<file path="config.mk">
export PLATFORM = sky130hd
export DESIGN_NAME = fwd_hazard_unit
export DESIGN_NICKNAME = d
export VERILOG_FILES = /design/src/rtl/fwd_pkg.sv /design/src/rtl/fwd_hist_pipe.sv /design/src/rtl/fwd_hazard_unit.sv
export SDC_FILE = /design/constraint.sdc
export NUM_CORES = 1
export LEC_CHECK = 0
export BUFFER_PORTS_ARGS = -buffer_cell sky130_fd_sc_hd__buf_4
export CORE_MARGIN = 1.5
export CORE_UTILIZATION = 40
export DETAILED_ROUTE_END_ITERATION = 12
export PLACE_DENSITY = 0.73
export SETUP_SLACK_MARGIN = 0.02
export SYNTH_ARGS = -nofsm -noshare
export SYNTH_HDL_FRONTEND = slang
export SYNTH_HIERARCHICAL = 1
export SYNTH_SLANG_ARGS = --single-unit
</file>
<file path="constraint.sdc">
create_clock -name clk -period 6.38 [get_ports clk]
set_input_delay 0 -clock clk [delete_from_list [all_inputs] [get_ports clk]]
set_output_delay 0 -clock clk [all_outputs]
set_load 0.03 [all_outputs]
</file>
<file path="src/rtl/fwd_pkg.sv">
// fwd_pkg: shared types and helpers for the forwarding/hazard unit
package fwd_pkg;
    // History entries carry register addresses at this fixed width; narrower REG_W zero-extends
    localparam int MAX_REG_W = 8;
    localparam int FWD_RF = 0;

    typedef struct packed {
        logic                 vld;
        logic [MAX_REG_W-1:0] wrt_reg;
        logic                 is_load;
    } hist_entry_t;

    function automatic int imm_sel(input int n_fwd);
        return n_fwd + 1;
    endfunction
endpackage

</file>
<file path="src/rtl/fwd_hist_pipe.sv">
// fwd_hist_pipe: N_FWD-deep destination history with bubble insertion and flush
module fwd_hist_pipe
    import fwd_pkg::*;
#(
    parameter int N_FWD = 2
) (
    input  logic                    clk,
    input  logic                    rst_n,
    input  logic                    flush,
    input  logic                    stall,
    input  hist_entry_t             in_entry,
    output hist_entry_t [N_FWD:1]   hist
);
    hist_entry_t [N_FWD:1] hist_q, hist_d;

    // Shift history one stage; a stall injects a bubble, a flush invalidates everything
    always_comb begin
        hist_d = hist_q;
        for (int k = N_FWD; k >= 2; k--) hist_d[k] = hist_q[k-1];
        hist_d[1] = stall ? '0 : in_entry;
        if (flush) for (int k = 1; k <= N_FWD; k++) hist_d[k].vld = 1'b0;
    end

    // History register, cleared on reset
    always_ff @(posedge clk) begin
        if (!rst_n) hist_q <= '0;
        else        hist_q <= hist_d;
    end

    assign hist = hist_q;
endmodule

</file>
<file path="src/rtl/fwd_hazard_unit.sv">
// fwd_hazard_unit: multi-stage operand forwarding, load-use stall and event counters
module fwd_hazard_unit
    import fwd_pkg::*;
#(
    parameter  int REG_W    = 3,
    parameter  int N_FWD    = 2,
    parameter  int LOAD_LAT = 1,
    parameter  int ZERO_REG = 0,
    parameter  int CNT_W    = 16,
    localparam int SEL_W    = $clog2(N_FWD + 2)
) (
    input  logic             clk,
    input  logic             rst_n,
    input  logic             ex_valid,
    input  logic [REG_W-1:0] ex_reg1,
    input  logic [REG_W-1:0] ex_reg2,
    input  logic             ex_alu_src,
    input  logic             ex_wrt_en,
    input  logic [REG_W-1:0] ex_wrt_reg,
    input  logic             ex_is_load,
    input  logic             flush,
    output logic             stall,
    output logic [SEL_W-1:0] fwd_mux1,
    output logic [SEL_W-1:0] fwd_mux2,
    output logic [CNT_W-1:0] fwd_cnt,
    output logic [CNT_W-1:0] stall_cnt
);
    localparam logic [SEL_W-1:0] SEL_RF  = SEL_W'(FWD_RF);
    localparam logic [SEL_W-1:0] SEL_IMM = SEL_W'(imm_sel(N_FWD));

    hist_entry_t            in_entry;
    hist_entry_t [N_FWD:1]  hist;
    logic [SEL_W-1:0]       sel1, sel2;
    logic                   hz1, hz2, stall_w, fwd_evt;
    logic [CNT_W-1:0]       fwd_cnt_q, fwd_cnt_d, stall_cnt_q, stall_cnt_d;

    // Current EX instruction as a history entry; only valid writers can be forwarded from
    always_comb begin
        in_entry.vld     = ex_valid & ex_wrt_en;
        in_entry.wrt_reg = MAX_REG_W'(ex_wrt_reg);
        in_entry.is_load = ex_is_load;
    end

    fwd_hist_pipe #(.N_FWD(N_FWD)) u_hist (
        .clk      (clk),
        .rst_n    (rst_n),
        .flush    (flush),
        .stall    (stall_w),
        .in_entry (in_entry),
        .hist     (hist)
    );

    // Nearest matching stage per operand; walking from the far end lets the nearest overwrite
    always_comb begin
        sel1 = SEL_RF;
        sel2 = SEL_RF;
        hz1  = 1'b0;
        hz2  = 1'b0;
        for (int k = N_FWD; k >= 1; k--) begin
            if (hist[k].vld && hist[k].wrt_reg == MAX_REG_W'(ex_reg1) && !(ZERO_REG != 0 && ex_reg1 == '0)) begin
                sel1 = SEL_W'(k);
                hz1  = hist[k].is_load && (k <= LOAD_LAT);
            end
            if (hist[k].vld && hist[k].wrt_reg == MAX_REG_W'(ex_reg2) && !(ZERO_REG != 0 && ex_reg2 == '0)) begin
                sel2 = SEL_W'(k);
                hz2  = hist[k].is_load && (k <= LOAD_LAT);
            end
        end
    end

    // Load-use stall and mux selects; selects fall back to the register file while stalled or in reset
    always_comb begin
        stall_w  = rst_n && ex_valid && !flush && (hz1 || (!ex_alu_src && hz2));
        fwd_mux1 = (stall_w || !rst_n) ? SEL_RF : sel1;
        fwd_mux2 = (stall_w || !rst_n) ? SEL_RF : ex_alu_src ? SEL_IMM : sel2;
        fwd_evt  = ex_valid && !stall_w && !flush &&
                   (fwd_mux1 != SEL_RF || (fwd_mux2 != SEL_RF && fwd_mux2 != SEL_IMM));
    end

    // Saturating event counters
    always_comb begin
        fwd_cnt_d   = fwd_cnt_q   + CNT_W'(fwd_evt && fwd_cnt_q != '1);
        stall_cnt_d = stall_cnt_q + CNT_W'(stall_w && stall_cnt_q != '1);
    end

    // Counter registers, cleared on reset
    always_ff @(posedge clk) begin
        if (!rst_n) begin
            fwd_cnt_q   <= '0;
            stall_cnt_q <= '0;
        end else begin
            fwd_cnt_q   <= fwd_cnt_d;
            stall_cnt_q <= stall_cnt_d;
        end
    end

    assign stall     = stall_w;
    assign fwd_cnt   = fwd_cnt_q;
    assign stall_cnt = stall_cnt_q;
endmodule

</file>
==> results by group, run 1 <==
GRT
  – Vias in the first global route: 1,631
  – Total GRT Usage: 14.86%
  – First-pass GRT wire length: 7.265 mm
  – Total grt overflow: 0
  – Initial antenna violation count: 0
  – Largest net degree at the start of global routing: 54

Clock network
  – Inserted Clock Buffers: 5
  – CTS tree: yes
  – Clock buffer depth: 2
  – CTS root buf: clkbuf_8
  – CTS clk-pin slew, worst paths: 0.09 ns
  – CTS resizes: 0
  – TritonCTS sink count: 51
  – H-tree Lvls: 2
  – Clk_lat worst skew: 0.30 ns

Detailed routing
  – DRT Pass-1 Iters: 4
  – Drt wl/cell: 11.79 microns
  – DRC violations left: 0
  – Post-route ant nets: 0
  – Vias per cell: 4.742
  – Iteration-0 DRC Markers: 52
  – WL final: 4.293 mm
  – Vias: 1,726

Floorplanning
  – # rows: 27
  – # IOs: 53
  – Die width: 78.08 microns
  – Die Footprint: 0.006096 sq mm
  – Initial Utilization: 41.20%
  – Die Y: 78.08 microns
  – Core Box Area: 0.005473 sq mm

Power and ir drop
  – Sw Share: 20.60%
  – Sequential power share: 55.4%
  – Psw: 121.4 uW
  – PwrDens: 204.0 mW/mm^2
  – Clock Power Share: 38.9%
  – VDD IR max: 0.09620 mV
  – Pleak: 1.260 nW
  – Combinational group share of total power: 5.7%
  – Pint: 467.9 uW

Worst setup path
  – WS Path Type: register to register
  – Reg2reg start: u_hist/hist[4]$_SDFF_PP0_
  – R2R cell count: 11
  – Crit path required time: 6.58 ns
  – CP Launch Type: register
  – Worst EP arrival: 3.41 ns
  – Flop2flop setup slack: 3.17 ns
  – Worst r2r dst: stall_cnt[10]$_SDFF_PN0_
  – CP Capture Point: stall_cnt[10]$_SDFF_PN0_
  – Crit path max fanout: 12
  – Critical Path Sink Type: register
  – CP Launch Point: u_hist/hist[4]$_SDFF_PP0_

Cells and area
  – NumNets Final: 311
  – Antenna Cells: 0
  – Layout area overhead: 28.14%
  – Layout cells sized above 1: 22.60%
  – Fillers: 519

Timing
  – Final min period: 3.210 ns
  – Max Slew Vio Count: 0
  – Fmax achieved: 0.3115 GHz
  – Worst hold margin: 0.1309 ns
  – Slew of the pin with the lowest slew margin: 0.7080 ns
  – Count of endpoints failing setup in the final report: 0
  – Post-Route Setup TNS: 0 ns
  – Layout Skew: 0.006668 ns
  – Final hold vios: 0
  – Max-slew headroom: 52.63%
  – RSZ-0062 raised after global routing: no
  – Final period util: 50.31%

Yosys
  – Post-Synthesis Cells: 229
  – YS warnings: 6
  – Syn Area/Cell: 9.846 sq um
  – Mapped Area: 0.002255 sq mm

Worst hold path
  – Min-delay src: ex_valid
  – Worst hold path class: primary input to register

Placed design
  – Final GP Congestion: 0.7674
  – IO Port Bufs: 52
  – DP Wirelength: 3.079 mm

Flow run
  – Maxcap violations: 0

Outcome
  – Outcome: finished clean
power groups by stage:
stage / clock network, mW / registers, mW / logic [mW]
detailed placement: 0 / 0.334 / 0.0311
global route: 0.248 / 0.327 / 0.0369
CTS: 0.237 / 0.327 / 0.0337
finish: 0.229 / 0.327 / 0.0337
global placement: 0 / 0.334 / 0.0303
floorplan: 0 / 0.333 / 0.0182
critical path, stage by stage (launching register included):
cell,delay (ns)
dfxtp_1,0.32
or4b_4,0.55
nor3_4,0.20
o21ai_2,0.11
nor2_1,0.57
o31a_1,0.25
ha_1,0.21
ha_1,0.23
and3_1,0.25
nand4_1,0.13
xnor2_1,0.14
and2_1,0.15
per-layer routing:
layer | up-vias | share of wire [%] | routed length, microns | GRT usage, %
li1 | 894 | - | - | -
met1 | 784 | 48 | 2048 | 18.67
met2 | 39 | 46 | 1968 | 24.61
met3 | 9 | 5.0 | 215 | 3.488
met4 | 0 | 1.4 | 61 | 5.893
met5 | - | 0 | 0 | 0
how the worst min path moves through the flow:
stage | to | slack [ns] | cells past startpoint
2_1_floorplan | u_hist/hist[9]$_SDFF_PP0_ | 0.07 | 1
3_3_place_gp | u_hist/hist[9]$_SDFF_PP0_ | 0.20 | 2
3_5_place_dp | u_hist/hist[9]$_SDFF_PP0_ | 0.20 | 2
4_1_cts | u_hist/hist[9]$_SDFF_PP0_ | 0.12 | 3
5_1_grt | u_hist/hist[9]$_SDFF_PP0_ | 0.13 | 3
6_report | u_hist/hist[9]$_SDFF_PP0_ | 0.13 | 3
stage by stage:
| step | cells | util [%] | worst slack (ns) | area [sq um] | power [mW] |
|---|---|---|---|---|---|
| floorplan | 233 | - | 3.160 | 2270 | 0.3516 |
| global placement | 351 | 49.73 | 3.251 | 2721 | 0.3643 |
| detailed placement | 351 | 49.73 | 3.158 | 2721 | 0.3654 |
| CTS | 364 | 52.79 | 3.130 | 2889 | 0.5977 |
| global route | 364 | 52.79 | 2.902 | 2889 | 0.6122 |
| finish | 364 | 52.79 | 3.170 | 2889 | 0.5893 |
what timing repair did:
item | 4_1_cts | 5_1_grt
endpoints found under the hold margin | 5 | 0
hold buffers | 5 | 0
setup buffers | 0 | 0
final cells by class:
cell class,count,area [sq um],share of cell area (%)
flip-flops and latches,51,1021,35.34
repair buffers,57,440.4,15.24
clock buffers,6,82.58,2.858
inverters,2,7.507,0.2599
clock inverters,2,35.03,1.213
multi-input cells,174,1212,41.97
well taps,72,90.09,3.118
flip-flops by register name (all words and copies together) (netlist names):
| name | flops |
|---|---|
| u_hist/hist | 19 |
| fwd_cnt | 16 |
| stall_cnt | 16 |
layout by cell type (no fill, tap or decap), types with 2 or more instances in the layout:
cell type / count
a21oi_1: 3
and2_1: 37
and3_1: 5
and3b_1: 11
and4_1: 3
buf_4: 52
clkbuf_8: 6
conb_1: 5
dfxtp_1: 51
dlygate4sd3_1: 5
ha_1: 4
inv_1: 2
nand2_1: 13
nand3_1: 14
nand4_1: 7
nor2_1: 5
nor2b_1: 3
nor3_1: 5
o21ai_0: 2
or3_1: 2
xnor2_1: 22
xor2_1: 16
No activity file was read; power rests on OpenSTA's default activity.
==> run 2, diff against run 1 <==
ABC_AREA = 1   (was not set)
clock period = 3.21 ns   (was 6.38 ns; I/O delays follow)
==> run 2 against run 1 <==
Against the previous run: sequential cell count stayed put; global-route usage increased by 1.4 points; clock skew is essentially flat; synthesized cell count up 45%; largest cell class unchanged; largest power group unchanged.
==> results by group, run 2 <==
Power and ir drop
  – PwrDens: 390.1 mW/mm^2 (+91%)
  – Sw Share: 21.76% (+1.2 points)
  – Sequential power share: 55.8% (+0.4 points)
  – Combinational group share of total power: 7.2% (+1.5 points)
  – VDD IR max: 0.1535 mV (+60%)
  – Pint: 910.3 uW (+95%)
  – Psw: 253.2 uW (+110%)
  – Pleak: 1.425 nW (+13%)
  – Clock Power Share: 37.0% (-1.9 points)

GRT
  – Global Route met1 Usage: 18.95% (+0.28 points)
  – Initial antenna violation count: 0 (unchanged)
  – Top Usage Layer GRT: met2
  – Total GRT Usage: 16.29% (+1.4 points)
  – Met3 Usage GRT: 4.343% (+0.85 points)
  – Largest net degree at the start of global routing: 36 (-33%)
  – First-pass GRT wire length: 8.017 mm (+10%)
  – Total grt overflow: 0 (unchanged)
  – GR Layer Usage met2: 28.31% (+3.7 points)
  – Vias in the first global route: 1,890 (+16%)

Floorplanning
  – # rows: 27 (unchanged)
  – Die Footprint: 0.006314 sq mm (+3.6%)
  – Core Box Area: 0.005574 sq mm (+1.9%)
  – # IOs: 53 (unchanged)
  – Die Y: 79.46 microns (+1.8%)
  – Initial Utilization: 41.95% (+0.75 points)
  – Die width: 79.46 microns (+1.8%)

Detailed routing
  – Post-route ant nets: 0 (unchanged)
  – Vias: 2,190 (+27%)
  – Vias per cell: 4.660 (-1.7%)
  – DRT Pass-1 Iters: 4 (unchanged)
  – DRC violations left: 0 (unchanged)
  – WL final: 4.952 mm (+15%)
  – Iteration-0 DRC Markers: 73 (+40%)
  – Drt wl/cell: 10.54 microns (-11%)

Cells and area
  – Fillers: 572 (+10%)
  – Commonest non-fill, non-tap cell in the layout: inv_1
  – Layout area overhead: 27.55%
  – Final non-filler cell total: 470 (+29%)
  – Antenna Cells: 0 (unchanged)
  – Max reg flops: 19 (unchanged)
  – Commonest non-fill, non-tap cells in the layout: inv_1, nand2_1, buf_4
  – NumNets Final: 418 (+34%)
  – Layout cells sized above 1: 17.09% (-5.5 points)
  – Cell area after layout: 0.002983 sq mm (+3.2%)

Worst setup path
  – Crit path max fanout: 4 (-8)
  – Worst path cell trace: nor2_1 > nand2_1 > nor2_1 > nand4_1 > nand3_1 > nand3_1 > a21oi_1 > ha_1 > ha_1 > nand3_1 > nor2_1 > nand2_1 > nor2_1 > nand3_1 > o21ai_0 > a21oi_1
  – CP Launch Point: u_hist/hist[6]$_SDFF_PP0_
  – CP Launch Type: register
  – Critical Path Sink Type: register
  – Crit path largest cell delay: 0.32 ns (-0.25 ns)
  – Worst EP arrival: 2.88 ns (-0.53 ns)
  – WP buf/inv: 0 (unchanged)
  – WS Path Type: register to register
  – Reg2reg start: u_hist/hist[6]$_SDFF_PP0_
  – Crit path required time: 3.41 ns (-3.17 ns)
  – Crit-path leading delay family: simple AND/OR/NAND/NOR gates
  – Critical Path Slowest Stage Cell: dfxtp_1

Clock network
  – Post-CTS setup buffers: 0 (unchanged)
  – CTS clk-pin slew, worst paths: 0.09 ns (about the same)
  – TritonCTS sink count: 51 (unchanged)
  – CTS root buf: clkbuf_8
  – Clock buffer depth: 2 (unchanged)
  – CTS tree: yes
  – H-tree Lvls: 2 (unchanged)
  – Inserted Clock Buffers: 5 (unchanged)
  – Clk_lat worst skew: 0.31 ns (about the same)

Placed design
  – Final GP Congestion: 0.8808 (+15%)
  – DP Wirelength: 3.684 mm (+20%)
  – Placed cell area: 0.002810 sq mm (+3.3%)
  – Placed Instances: 456 (+30%)
  – IO Port Bufs: 52 (unchanged)

Flow run
  – Maxcap violations: 0 (unchanged)

Timing
  – Layout Skew: 0.006558 ns (-0.0001103 ns)
  – Final period util: 83.37% (+33 points)
  – Post-Route Setup TNS: 0 ns (unchanged)
  – Count of endpoints failing setup in the final report: 0 (unchanged)
  – Fmax achieved: 0.3737 GHz (+20%)
  – Final min period: 2.676 ns (-0.5336 ns)
  – Max Slew Vio Count: 0 (unchanged)
  – RSZ-0062 raised after global routing: no
  – Final hold vios: 0 (unchanged)

Worst hold path
  – Worst hold path class: primary input to register
  – Min-delay src: rst_n

Yosys
  – YS warnings: 6 (unchanged)
  – Syn Area/Cell: 7.044 sq um (-28%)
  – Mapped Area: 0.002338 sq mm (+3.7%)
  – Post-Synthesis Cells: 332 (+45%)

Outcome
  – Outcome: finished clean
-- run 2: area by class of cell --
type | instances | area [sq um] | area share [%]
flip-flops and latches | 51 | 1021 | 34.23
multi-input cells | 213 | 1054 | 35.32
repair buffers | 59 | 460.4 | 15.44
inverters | 68 | 255.2 | 8.557
well taps | 72 | 90.09 | 3.020
clock inverters | 1 | 30.03 | 1.007
clock buffers | 6 | 72.57 | 2.433
-- run 2: power groups by stage --
stage               Combinational, mW  Clock, mW  Sequential, mW
CTS                            0.0836      0.444           0.650
global placement               0.0750          0           0.664
detailed placement             0.0766          0           0.665
finish                         0.0833      0.431           0.650
global route                   0.0927      0.474           0.651
floorplan                      0.0484          0           0.664
-- run 2: timing repair --
item,CTS,global route
resized for setup,0,0
endpoints found under the hold margin,6,0
hold buffers,7,0
-- run 2: routing by layer --
layer,up-vias,routed length [microns]
met4,0,90
met1,989,2263
met5,-,0
met2,40,2405
met3,9,193
li1,1152,-
-- run 2: worst reg2reg max path: cells and delay by family, from the launching register on --
family | cells | cell delay [ns]
AOI/OAI and AO/OA | 3 | 0.40
adders and majority gates | 2 | 0.38
DFF | 1 | 0.32
and+or+nand+nor | 11 | 1.49
-- run 2: metrics by stage --
step | hold slack [ns] | utilization, % | setup slack (ns) | total power [mW]
after floorplan | 0.06614 | - | 0.9374 | 0.7119
after global placement | 0.1846 | 50.42 | 0.5884 | 0.7391
after detailed placement | 0.1856 | 50.42 | 0.5608 | 0.7412
after CTS | 0.09070 | 53.51 | 0.5256 | 1.177
after global routing | 0.08509 | 53.51 | 0.1190 | 1.217
final | 0.09376 | 53.51 | 0.5337 | 1.164
-- run 2: worst paths after layout --
check                               end  slack [ns]  depth (start not counted)
max              fwd_cnt[14]$_SDFF_PN0_        0.53                         16
min               fwd_cnt[1]$_SDFF_PN0_        0.09                          3
max reg2reg      fwd_cnt[14]$_SDFF_PN0_        0.53                         16
min reg2reg  u_hist/hist[14]$_SDFF_PN0_        0.44                          2
